$ cat src/rtl/matmul_mem_master_if.sv
// Data-memory bus between the matrix-multiply master and the memory/port mux.
// The master drives address, data and enables, and the memory returns read_data combinationally.
interface matmul_mem_master_if;
    logic        start;
    logic [31:0] read_data;
    logic [31:0] address;
    logic [31:0] write_data;
    logic        write_enable;
    logic        read_enable;
    logic        busy;
    logic        done;

    modport master (
        input  start, read_data,
        output address, write_data, write_enable, read_enable, busy, done
    );

    modport slave (
        output start, read_data,
        input  address, write_data, write_enable, read_enable, busy, done
    );
endinterface

$ cat src/rtl/matmul_mem_master.sv
// Data-memory bus master: computes C = A x B for N x N row-major 32-bit matrices in
// memory, one operand read per cycle, and writes C back in row-major order.
module matmul_mem_master #(
    parameter int N      = 3,
    parameter int A_BASE = 0,
    parameter int B_BASE = 9,
    parameter int C_BASE = 18
) (
    input  logic                 clk,
    input  logic                 reset,
    matmul_mem_master_if.master  bus
);

    localparam int CW = (N > 1) ? $clog2(N) : 1;
    localparam logic [CW-1:0] LAST = CW'(N - 1);

    localparam logic [2:0] IDLE = 3'd0;
    localparam logic [2:0] RD_A = 3'd1;
    localparam logic [2:0] RD_B = 3'd2;
    localparam logic [2:0] MAC  = 3'd3;
    localparam logic [2:0] WR   = 3'd4;
    localparam logic [2:0] FIN  = 3'd5;

    logic [2:0]    state;
    logic [CW-1:0] i, j, k;
    logic [31:0]   acc, a_reg, b_reg;

    // NOTE: every register below uses non-blocking assignment so all updates see
    // the pre-edge values of state and counters, regardless of statement order.
    always_ff @(posedge clk or posedge reset) begin
        if (reset) begin
            state <= IDLE;
            i     <= '0;
            j     <= '0;
            k     <= '0;
            acc   <= '0;
            a_reg <= '0;
            b_reg <= '0;
        end else begin
            case (state)
                IDLE: begin
                    if (bus.start) begin
                        i     <= '0;
                        j     <= '0;
                        k     <= '0;
                        acc   <= '0;
                        state <= RD_A;
                    end
                end
                RD_A: begin
                    a_reg <= bus.read_data;
                    state <= RD_B;
                end
                RD_B: begin
                    b_reg <= bus.read_data;
                    state <= MAC;
                end
                MAC: begin
                    // Product and sum both wrap modulo 2^32.
                    acc <= acc + a_reg * b_reg;
                    if (k == LAST) begin
                        k     <= '0;
                        state <= WR;
                    end else begin
                        k     <= k + CW'(1);
                        state <= RD_A;
                    end
                end
                WR: begin
                    acc <= '0;
                    if (j == LAST) begin
                        j <= '0;
                        if (i == LAST) begin
                            state <= FIN;
                        end else begin
                            i     <= i + CW'(1);
                            state <= RD_A;
                        end
                    end else begin
                        j     <= j + CW'(1);
                        state <= RD_A;
                    end
                end
                FIN:     state <= IDLE;
                default: state <= IDLE;
            endcase
        end
    end

    // NOTE: all outputs get a default before the case, so no path leaves one
    // unassigned and no latch is inferred.
    always_comb begin
        bus.address      = '0;
        bus.write_data   = '0;
        bus.write_enable = 1'b0;
        bus.read_enable  = 1'b0;
        bus.busy         = (state != IDLE);
        bus.done         = (state == FIN);
        case (state)
            RD_A: begin
                bus.address     = 32'(A_BASE) + 32'(i) * 32'(N) + 32'(k);
                bus.read_enable = 1'b1;
            end
            RD_B: begin
                bus.address     = 32'(B_BASE) + 32'(k) * 32'(N) + 32'(j);
                bus.read_enable = 1'b1;
            end
            WR: begin
                bus.address      = 32'(C_BASE) + 32'(i) * 32'(N) + 32'(j);
                bus.write_data   = acc;
                bus.write_enable = 1'b1;
            end
            default: ;
        endcase
    end

endmodule

$ cat src/flat_wrapper.sv
// flat-port wrapper written by rule: the top's interface ports become plain ports
module matmul_mem_master_flat 
#(
    parameter int N      = 3,
    parameter int A_BASE = 0,
    parameter int B_BASE = 9,
    parameter int C_BASE = 18
)
  (clk, reset, bus_start, bus_read_data, bus_address, bus_write_data, bus_write_enable, bus_read_enable, bus_busy, bus_done);
  matmul_mem_master_if bus_i ();
  input  logic clk;
  input  logic reset;
  input wire logic [$bits(bus_i.start)-1:0] bus_start;
  input wire logic [$bits(bus_i.read_data)-1:0] bus_read_data;
  output wire logic [$bits(bus_i.address)-1:0] bus_address;
  output wire logic [$bits(bus_i.write_data)-1:0] bus_write_data;
  output wire logic [$bits(bus_i.write_enable)-1:0] bus_write_enable;
  output wire logic [$bits(bus_i.read_enable)-1:0] bus_read_enable;
  output wire logic [$bits(bus_i.busy)-1:0] bus_busy;
  output wire logic [$bits(bus_i.done)-1:0] bus_done;
  assign bus_i.start = bus_start;
  assign bus_i.read_data = bus_read_data;
  assign bus_address = bus_i.address;
  assign bus_write_data = bus_i.write_data;
  assign bus_write_enable = bus_i.write_enable;
  assign bus_read_enable = bus_i.read_enable;
  assign bus_busy = bus_i.busy;
  assign bus_done = bus_i.done;
  matmul_mem_master #(.N(N), .A_BASE(A_BASE), .B_BASE(B_BASE), .C_BASE(C_BASE)) u_core (.clk(clk), .reset(reset), .bus(bus_i));
endmodule
$ cat config.mk
export PLATFORM = sky130hd
export DESIGN_NAME = matmul_mem_master_flat
export DESIGN_NICKNAME = d
export VERILOG_FILES = /design/src/rtl/matmul_mem_master_if.sv /design/src/rtl/matmul_mem_master.sv /design/src/flat_wrapper.sv
export SDC_FILE = /design/constraint.sdc
export NUM_CORES = 1
export LEC_CHECK = 0
export ABC_AREA = 1
export CAP_MARGIN = 20
export CORE_MARGIN = 10
export CORE_UTILIZATION = 46
export CTS_CLUSTER_DIAMETER = 30
export DETAILED_ROUTE_END_ITERATION = 7
export PLACE_DENSITY_LB_ADDON = 0.05
export SLEW_MARGIN = 30
export SYNTH_ARGS = -nofsm -noshare
export SYNTH_HDL_FRONTEND = slang
export SYNTH_SLANG_ARGS = --single-unit
export TNS_END_PERCENT = 50
$ cat constraint.sdc
create_clock -name clk -period 8.9 [get_ports clk]
set_input_delay 1.78 -clock clk [delete_from_list [all_inputs] [get_ports clk]]
set_output_delay 1.78 -clock clk [all_outputs]
set_load 0.005 [all_outputs]
Word-level counts from Yosys, hierarchy flattened
Cells that the tools add are included.

Register bits after elaboration: 105. Input port bits: 35. Output and inout bits: 68. Word-level logic and storage cells: 59.

Add/subtract/negate cells: 9. $mul: 3. Equality and inequality tests: 11. Multiplexer cells: 19. Reductions and logical operators: 10.

Operator list (number): 32-bit one-hot mux with 3 select lines (2); 32-bit by 2-bit adder with 32-bit output (2); 32-bit two-way mux (2); 32-bit adder (1); 32-bit by 32-bit multiplier with 32-bit output (1); 3-bit one-hot mux with 5 select lines (1); 3-bit two-way mux (4); 2-bit one-hot mux with 2 select lines (3); 2-bit two-way mux (5); 2-bit by 2-bit multiplier with 4-bit output (second input constant) (2); 2-bit by 1-bit adder with 2-bit output (second input constant) (3); 5-bit by 4-bit adder with 6-bit output (first input constant) (1); 2-bit == test (second input constant) (3); 3-bit by 2-bit == test with 1-bit output (second input constant) (2); 3-bit == test (second input constant) (2); 2-bit AND reduction (3); 3-bit nonzero test (2); 4-bit by 2-bit adder with 5-bit output (1); 4-bit by 4-bit adder with 5-bit output (first input constant) (1); 2-bit != test (second input constant) (2); 4-bit AND reduction (1); 2-bit nonzero test (2); 3-bit by 1-bit == test with 1-bit output (second input constant) (1); 3-bit logical NOT (1); other kinds (3) (4).

Longest topological paths before layout
Gate-level depths: netlist of the first run.

Word-level depth: 4. Mapped depth: 35. Mapped depth without buffers: 34.

Worst setup path after synthesis of the first run
No wires, ideal clock.

Kind: register to register. From: register u_core.b_reg[4]. To: register u_core.acc[26]. Setup time: 0.126 ns. Arrival time: 6.412 ns. Data required time: 8.774 ns. Slack: 2.362 ns. Cell stages (with the launch flop): 33. Buffers on the path: 2. Period minus slack after synthesis: 6.538 ns. Cells stage by stage: dfrtp_1 clkbuf_1 buf_1 nand2_1 inv_1 fa_1 fa_1 fa_1 inv_1 fa_1 inv_1 fa_1 inv_1 fa_1 inv_1 fa_1 inv_1 fa_1 inv_1 ha_1 nand2_1 inv_1 nand2_1 nor2_2 nand4_1 nand3_1 nand3_1 nand2_1 nand2_1 nand2_1 a21oi_1 o21ai_1 o21ai_1.

Longest elaborated chain between the ends: 3.

Ends and longest elaborated chain: from (decl) (line matmul_mem_master.sv:26) `logic [31:0] acc, a_reg, b_reg;`; from (signal assigned) (line matmul_mem_master.sv:55) `b_reg <= bus.read_data;`; 32-bit by 32-bit multiplier with 32-bit output (line matmul_mem_master.sv:60) `acc <= acc + a_reg * b_reg;`; 32-bit adder (line matmul_mem_master.sv:60); 32-bit one-hot mux with 3 select lines (line matmul_mem_master.sv:40) `case (state)`; to (signal assigned) (line matmul_mem_master.sv:60); to (decl) (line matmul_mem_master.sv:26).

No other way between the ends. A chain may end at the register's enable or synchronous reset.

Final worst setup path of the first run
Same ends and word-level chain as after synthesis.

==> impl_results.md, run 1 <==
* Synthesized cell area at 22700 um2
* Top FF cell, synth: dfrtp_1
* Initial core utilization at 46.4%
* YS warnings at 0
* Synth cell types at 43
* Port Buffers at 77
* Worst path slowest cell: dfrtp_1
* Yosys reg bits at 105
* CP startpoint kind: register
* Seq/Total Area, Yosys at 11.6%
* FF-to-FF End: u_core.acc[26]$_DFFE_PP0P_
* Routability cong. at 0.873
* Ys async rst share at 100%
* Total gr overflow at 0
* Count of endpoints failing setup in the final report at 0
* Met2 usage in global routing at 37.3%
* Vias at 17500
* Setup TNS at 0 ns
* # Max-Cap Violations at 0
* Post-synth EDFFs at 0
* F_max at 137 MHz
* Post-synth top area share at 39.1%
* NumNets Final at 3599
* Top cells by count, synth: inv_1 (959), nand2_1 (797), fa_1 (442)
* Reg-to-Reg Start: u_core.b_reg[4]$_DFFE_PP0P_
* Slew HR at 30.0%
* Later-pin clock latency in the skew report at 0.40 ns
* Cells on worst reg2reg path at 30
* Skew final at 0.0101 ns
* CTS max path bufs at 2
* ANT nets after route at 0
* Hold Crit Start: u_core.a_reg[4]$_DFFE_PP0P_
* CTS buffer count at 9
* Crit path DAT at 7.61 ns
* IO Pins at 103
* Drt first pass iters at 6
* Syn Area/Cell at 7.57 um2
* Grt peak-use layer: met2
* Clk pin slew, worst setup/hold paths at 0.08 ns
* Die area at 58500 um2
* Hold WC Path Type: reg -> reg
* Vias per std cell at 4.79
* H-tree levels at 3
* Vias in the first global route at 18200
* Largest net degree at the start of global routing at 68
* Diodes inserted at 0
* Worst Setup End Kind: register
* Worst endpoint required time at 9.22 ns
* Worst-Margin Slew at 1.05 ns
* Hold-fix buffers, CTS at 0
* Largest cells by area after synthesis: fa_1 (39%), inv_1 (16%), nand2_1 (13%)
* GR Layer Usage met1 at 31.5%
* Tcrit/Tclk final at 81.9%
* Initial antenna violation count at 0
* Die Height at 242 um
* Sink Count at 105
* Initial DRC count at 1092
* Global-route wire length before repair at 104000 um
* Residual DRC at 0
* Core area at 48800 um2
* Pins Over Slew Limit at 0
* DR WL/cell at 17.6 um
* Cells after Synth at 2991
* Worst Path Class, Setup: reg -> reg
* Post-cts sizing count at 0
* Outcome: finished clean
* RSZ-0062 raised after global routing: false
* Reg2Reg Setup Slack at 1.61 ns
* Root Driver: clkbuf_16
* Final worst path period need at 7.29 ns
* DP Wirelength at 52400 um
* Worst Hold End: u_core.a_reg[4]$_DFFE_PP0P_
* Share of cells above drive strength 1 at 2.95%
* Post CTS Setup Buffer Count at 0
* Area leader, netlist: fa_1
* Most used cell, CP: fa_1
* Final WL at 64100 um
* CTS tree: built
* Most common cell in the netlist: inv_1
* Total routing usage reported by global routing at 22.6%
* Rows at 81
* Critical-path maximum fanout at 13
* Slowest cell delay on critical path at 0.60 ns
* Hold Fails Final Rpt at 0
* Met3 Use GR at 2.43%
* DIE WIDTH at 242 um
* P&R area growth vs syn at 6.77%
* Hold Path Depth at 2
-- kinds of logic after synthesis --
family / Yosys count / share of synthesized area [%]
and+or+nand+nor: 954 / 16.6
DFF: 105 / 11.6
xor gates and xnor gates: 19 / 0.801
other: 1 / 0.0166
adders and majority gates: 581 / 46.7
AOI/OAI and AO/OA: 205 / 4.88
buffers and inverters: 1126 / 19.4
-- placed cells by master, fill, tap and decap left out, drive strengths merged, types with 9 or more instances in the layout --
cell             n
a21oi           45
xor2            10
clkbuf          10
nand3           69
buf             39
ha             139
nor2            58
nand2          804
fa             442
clkdlybuf4s50   77
dfrtp          105
conb            25
o22ai            9
inv            968
o21ai          130
xnor2            9
-- through the flow --
step	setup WS, ns	instance area [um2]	hold slack, ns	utilization (%)	std cells
floorplan	2.36	22700	0.453	-	3015
global placement	1.38	23900	0.472	48.9	3636
detailed placement	1.55	23900	0.477	48.9	3636
CTS	1.51	24200	0.499	49.5	3652
global route	1.20	24200	0.535	49.5	3652
finish	1.61	24200	0.492	49.5	3652
-- routing by layer --
metal | up-vias | wire [um]
met4 | 0 | 864
met5 | - | 0
met1 | 8737 | 28900
met3 | 41 | 3370
li1 | 8305 | -
met2 | 420 | 31000
-- worst max-delay path, delay by kind of cell (launching register included) --
family,cells,cell delay (ns)
and+or+nand+nor,8,0.73
adders and majority gates,9,4.37
AOI/OAI and AO/OA,4,0.62
DFF,1,0.60
buffers and inverters,9,0.89
-- cell type report --
| type | instances | area, um2 |
|---|---|---|
| fill | 4992 | 24700 |
| multi-input combinational | 1784 | 15700 |
| inverter | 967 | 3630 |
| sequential | 105 | 2630 |
| timing repair buffer | 116 | 1080 |
| tap | 664 | 831 |
| clock buffer | 10 | 229 |
| clock inverter | 6 | 58.8 |
-- worst max-delay path by stage --
stage / start / endpoint / slack [ns] / cells after the start
floorplan: u_core.b_reg[4]$_DFFE_PP0P_ / u_core.acc[26]$_DFFE_PP0P_ / 2.36 / 32
global placement: u_core.b_reg[7]$_DFFE_PP0P_ / u_core.acc[28]$_DFFE_PP0P_ / 1.38 / 22
detailed placement: u_core.b_reg[7]$_DFFE_PP0P_ / u_core.acc[28]$_DFFE_PP0P_ / 1.55 / 22
CTS: u_core.b_reg[7]$_DFFE_PP0P_ / u_core.acc[28]$_DFFE_PP0P_ / 1.51 / 22
global route: u_core.b_reg[4]$_DFFE_PP0P_ / u_core.acc[26]$_DFFE_PP0P_ / 1.20 / 32
finish: u_core.b_reg[4]$_DFFE_PP0P_ / u_core.acc[26]$_DFFE_PP0P_ / 1.61 / 30
Power of run 1 is not shown: default switching activity piles up to over one toggle a cycle in this logic, so the estimate is an artifact.
==> run 2, diff against run 1 <==
Clock period 8.9 ns to 7.59 ns, I/O delays scaled along.
==> run 2 against run 1 <==
Compared with the run above:
- clock skew is 0.0053 ns higher
- non-clock buffer count is 28 higher
- largest cell class unchanged
- critical path depth is 7 lower
- flip-flop and latch count stayed put
- utilization is 0.71 points higher
- fmax is 0.66% higher
- first-iteration DRC count is 8.2% higher
- highest routed layer unchanged
- design area is 1.4% higher
- global-route usage is 0.93 points higher
- routed wire length is 4.5% higher
==> impl_results.md, run 2 (synthesized netlist as in run 1, its figures left out) <==
* Hold slack final at 0.499 ns
* Crit path DAT at 7.50 ns
* Initial core utilization at 46.4%
* Multi-input logic area at 15700 um2
* Crit. Startpoint: u_core.b_reg[17]$_DFFE_PP0P_
* Final worst path period need at 7.24 ns
* Clk pin slew, worst setup/hold paths at 0.08 ns
* Routability cong. at 0.922
* Later-pin clock latency in the skew report at 0.40 ns
* CTS buffer count at 9
* Total gr overflow at 0
* Vias per std cell at 4.84
* Worst-Margin Slew at 0.899 ns
* Core area at 48800 um2
* Register area at 2630 um2
* NumNets Final at 3627
* IO Pins at 103
* Initial DRC count at 1182
* Setup TNS at 0 ns
* CTS tree: built
* RSZ-0062 raised after global routing: false
* Initial antenna violation count at 0
* Global-route wire length before repair at 107000 um
* DIE WIDTH at 242 um
* Total routing usage reported by global routing at 23.6%
* Hold-fix buffers, CTS at 0
* Count of endpoints failing setup in the final report at 0
* H-tree levels at 3
* ANT nets after route at 0
* P&R area growth vs syn at 8.29%
* Worst endpoint required time at 7.85 ns
* Residual DRC at 0
* CTS max path bufs at 2
* Outcome: finished clean
* Reg-to-Reg Start: u_core.b_reg[17]$_DFFE_PP0P_
* DR WL/cell at 18.2 um
* Rows at 81
* DP Wirelength at 56800 um
* Largest net degree at the start of global routing at 68
* Root Driver: clkbuf_16
* Worst path top cell family by delay: adder cells
* CP startpoint kind: register
* Die area at 58500 um2
* Port Buffers at 77
* Post CTS Setup Buffer Count at 0
* Final WL at 67000 um
* Slowest cell delay on critical path at 0.83 ns
* Sequence of cells on the critical path: nand2_1, fa_1, inv_1, fa_1, inv_1, fa_1, inv_1, fa_1, inv_1, fa_1, fa_1, inv_1, fa_1, inv_1, fa_1, inv_1, ha_1, nand2_1, inv_1, a221oi_1, nand4_1, o21ai_0, o21ai_0
* Vias in the first global route at 18400
* Vias at 17800
* Diodes inserted at 0
* Pins Over Slew Limit at 0
* Worst path slowest cell: dfrtp_1
* Most common cell after layout, fill and taps aside: inv_1
* Drt first pass iters at 7
* Share of cells above drive strength 1 at 3.71%
* Sink Count at 105
* Setup slack at placement at 0.374 ns
* Skew final at 0.0154 ns
* Worst Setup End Kind: register
* Critical-path maximum fanout at 17
* Post-cts sizing count at 0
* Worst Path Class, Setup: reg -> reg
* Commonest non-fill, non-tap cells in the layout: inv_1 (955), nand2_1 (797), fa_1 (442)
* Hold Crit Start: u_core.b_reg[31]$_DFFE_PP0P_
* Hold Fails Final Rpt at 0
* # Max-Cap Violations at 0
* Final setup margin at 0.350 ns
* Filler instances at 4969
* F_max at 138 MHz
* Slew HR at 39.9%
* Hold WC Path Type: reg -> reg
* CP Buf/Inv Count at 8
* Die Height at 242 um
* Tcrit/Tclk final at 95.4%
-- run 2: routing by layer --
| metal | vias up | GRT usage (%) | wire length, um |
|---|---|---|---|
| li1 | 8351 | - | - |
| met4 | 0 | 5.60 | 1260 |
| met5 | - | 0 | 0 |
| met3 | 61 | 2.58 | 3410 |
| met1 | 8935 | 33.2 | 30300 |
| met2 | 469 | 38.3 | 32100 |
-- run 2: final cells by class --
| type | count | share of cell area (%) |
|---|---|---|
| Clock buffer | 11 | 0.989 |
| Clock inverter | 5 | 0.352 |
| Inverter | 967 | 14.8 |
| Multi-Input combinational cell | 1784 | 64.1 |
| Sequential cell | 105 | 10.7 |
| Tap cell | 664 | 3.39 |
| Timing Repair Buffer | 144 | 5.67 |
-- run 2: worst reg2reg max path, cell delays in order (launching register included) --
cell	delay, ns
dfrtp_1	0.83
nand2_1	0.22
fa_1	0.70
inv_1	0.11
fa_1	0.54
inv_1	0.05
fa_1	0.51
inv_1	0.06
fa_1	0.53
inv_1	0.06
fa_1	0.49
fa_1	0.50
inv_1	0.05
fa_1	0.47
inv_1	0.06
fa_1	0.48
inv_1	0.04
ha_1	0.35
nand2_1	0.16
inv_1	0.06
a221oi_1	0.40
nand4_1	0.19
o21ai_0	0.16
o21ai_0	0.09
-- run 2: stage by stage --
step / utilization [%] / cell area, um2 / cells
CTS: 50.2 / 24500 / 3680
global placement: 49.5 / 24200 / 3664
detailed placement: 49.5 / 24200 / 3664
floorplan: - / 22700 / 3015
global route: 50.2 / 24500 / 3680
finish: 50.2 / 24500 / 3680
-- run 2: final timing paths --
kind,cells after the start,slack (ns),endpoint
worst max register to register,23,0.35,u_core.acc[30]$_DFFE_PP0P_
min in group asynchronous,2,1.56,u_core.b_reg[25]$_DFFE_PP0P_
worst min register to register,2,0.50,u_core.b_reg[31]$_DFFE_PP0P_
worst max-delay path,23,0.35,u_core.acc[30]$_DFFE_PP0P_
worst min-delay path,2,0.50,u_core.b_reg[31]$_DFFE_PP0P_
max in group asynchronous,3,4.94,u_core.b_reg[6]$_DFFE_PP0P_
Power of run 2 is left out for the same reason.
==> run 3, diff against run 2 <==
Settings changed: CORE_MARGIN 10 to 5, GPL_ROUTABILITY_DRIVEN set to 0.
==> run 3 against run 2 <==
Compared with the run above:
- utilization fell by 0.067 points
- flip-flop and latch count unchanged
- routed wire length is 1.7% lower
- first-iteration DRC count rose by 2.5%
- count of clock-buffer cells in the layout fell by 1
- final cell count is 0.27% higher
- die area shrank 8.1%
- critical path depth up 4
- sequential share of layout area about the same
- design area shrank 0.13%
- critical endpoint is now u_core.acc[29]$_DFFE_PP0P_
- fmax is 0.24% higher
- worst hold slack worse by 0.0020 ns
==> impl_results.md, run 3 (synthesized netlist as in run 1, its figures left out) <==
* CTS buffer count at 9
* Final WL at 65900 um
* Slew HR at 27.0%
* Outcome: finished clean
* Most common cell after layout, fill and taps aside: inv_1
* Reg2Reg Setup Slack at 0.37 ns
* FF-to-FF End: u_core.acc[29]$_DFFE_PP0P_
* Tcrit/Tclk final at 95.2%
* Port Buffers at 77
* Worst endpoint required time at 7.84 ns
* Initial antenna violation count at 0
* Share of cells above drive strength 1 at 4.10%
* Commonest non-fill, non-tap cells in the layout: inv_1 (955), nand2_1 (797), fa_1 (442)
* CTS tree: built
* IO Pins at 103
* Vias per std cell at 4.81
* Drt first pass iters at 6
* NumNets Final at 3636
* CTS max path bufs at 2
* F_max at 138 MHz
* Global-route wire length before repair at 105000 um
* Die area at 53800 um2
* Root Driver: clkbuf_16
* Worst Path Class, Setup: reg -> reg
* Vias in the first global route at 18800
* Skew final at 0.0138 ns
* Hold Fails Final Rpt at 0
* P&R area growth vs syn at 8.15%
* Hold Path Depth at 2
* DR WL/cell at 17.9 um
* ANT nets after route at 0
* Crit path DAT at 7.47 ns
* Initial core utilization at 46.4%
* Total routing usage reported by global routing at 25.5%
* # Max-Cap Violations at 0
* Worst Hold End: u_core.b_reg[31]$_DFFE_PP0P_
* Die Height at 232 um
* Final worst path period need at 7.22 ns
* Clk pin slew, worst setup/hold paths at 0.09 ns
* Hold WC Path Type: reg -> reg
* Critical-path maximum fanout at 15
* Later-pin clock latency in the skew report at 0.40 ns
* Rows at 81
* Worst-Margin Slew at 1.10 ns
* Vias at 17700
* Pins Over Slew Limit at 0
* Initial DRC count at 1211
* Total gr overflow at 0
* CP startpoint kind: register
* Sink Count at 105
* Hold Crit Start: u_core.b_reg[31]$_DFFE_PP0P_
* Residual DRC at 0
* Setup TNS at 0 ns
* Core area at 48800 um2
* DP Wirelength at 54800 um
* H-tree levels at 3
* Largest net degree at the start of global routing at 68
* Cells on worst reg2reg path at 27
* DIE WIDTH at 232 um
* Reg-to-Reg Start: u_core.a_reg[6]$_DFFE_PP0P_
* RSZ-0062 raised after global routing: false
* Count of endpoints failing setup in the final report at 0
* Worst Setup End Kind: register
[run 3: layer usage]
metal	up-vias	GRT usage, %	wire length (um)
li1	8377	-	-
met1	8745	34.8	28400
met5	-	0	0
met2	517	41.5	31000
met3	105	4.40	4160
met4	0	8.81	2270
[run 3: critical path, cell delays in order, from the launching register on]
cell,delay (ns)
dfrtp_1,1.04
buf_4,0.30
nand2_1,0.06
inv_1,0.07
fa_1,0.42
fa_1,0.47
fa_1,0.50
inv_1,0.06
fa_1,0.53
inv_1,0.05
ha_1,0.28
ha_1,0.28
fa_1,0.48
inv_1,0.05
fa_1,0.47
inv_1,0.04
ha_1,0.34
nand2_1,0.16
o21ai_0,0.48
a31oi_2,0.14
inv_1,0.16
nand3_1,0.10
nand3_2,0.14
nand2_1,0.07
nand2_1,0.08
a21oi_1,0.06
o21ai_1,0.12
o21ai_0,0.10
[run 3: worst max-delay path by stage]
stage,start,to,slack (ns),depth (start not counted)
floorplan,u_core.b_reg[4]$_DFFE_PP0P_,u_core.acc[26]$_DFFE_PP0P_,1.05,32
global placement,u_core.a_reg[10]$_DFFE_PP0P_,u_core.acc[26]$_DFFE_PP0P_,0.44,30
detailed placement,u_core.b_reg[9]$_DFFE_PP0P_,u_core.acc[30]$_DFFE_PP0P_,0.43,21
CTS,u_core.b_reg[9]$_DFFE_PP0P_,u_core.acc[30]$_DFFE_PP0P_,0.42,21
global route,u_core.b_reg[4]$_DFFE_PP0P_,u_core.acc[29]$_DFFE_PP0P_,0.02,25
finish,u_core.a_reg[6]$_DFFE_PP0P_,u_core.acc[29]$_DFFE_PP0P_,0.37,27
[run 3: what timing repair did]
item,in CTS,in global routing
hold buffers,0,0
buffers inserted,0,0
gates resized for setup,0,2
setup endpoints to repair,0,1
endpoints found under the hold margin,0,0
[run 3: area by class of cell]
type	count	area [um2]
Clock inverter	6	72.6
Antenna cell	1	2.50
Tap cell	664	831
Fill cell	4939	24300
Multi-Input combinational cell	1784	15700
Clock buffer	10	239
Timing Repair Buffer	153	1370
Sequential cell	105	2630
Inverter	967	3630
[run 3: per-stage QoR]
| stage | hold WS (ns) | cell area [um2] | std cells | util (%) | worst slack, ns |
|---|---|---|---|---|---|
| after floorplan | 0.453 | 22700 | 3015 | - | 1.05 |
| after global placement | 0.473 | 24200 | 3673 | 49.5 | 0.435 |
| after detailed placement | 0.478 | 24200 | 3673 | 49.5 | 0.428 |
| after CTS | 0.501 | 24500 | 3689 | 50.1 | 0.423 |
| after global routing | 0.514 | 24500 | 3689 | 50.2 | 0.0239 |
| final | 0.497 | 24500 | 3690 | 50.2 | 0.368 |
Power of run 3 is left out for the same reason.
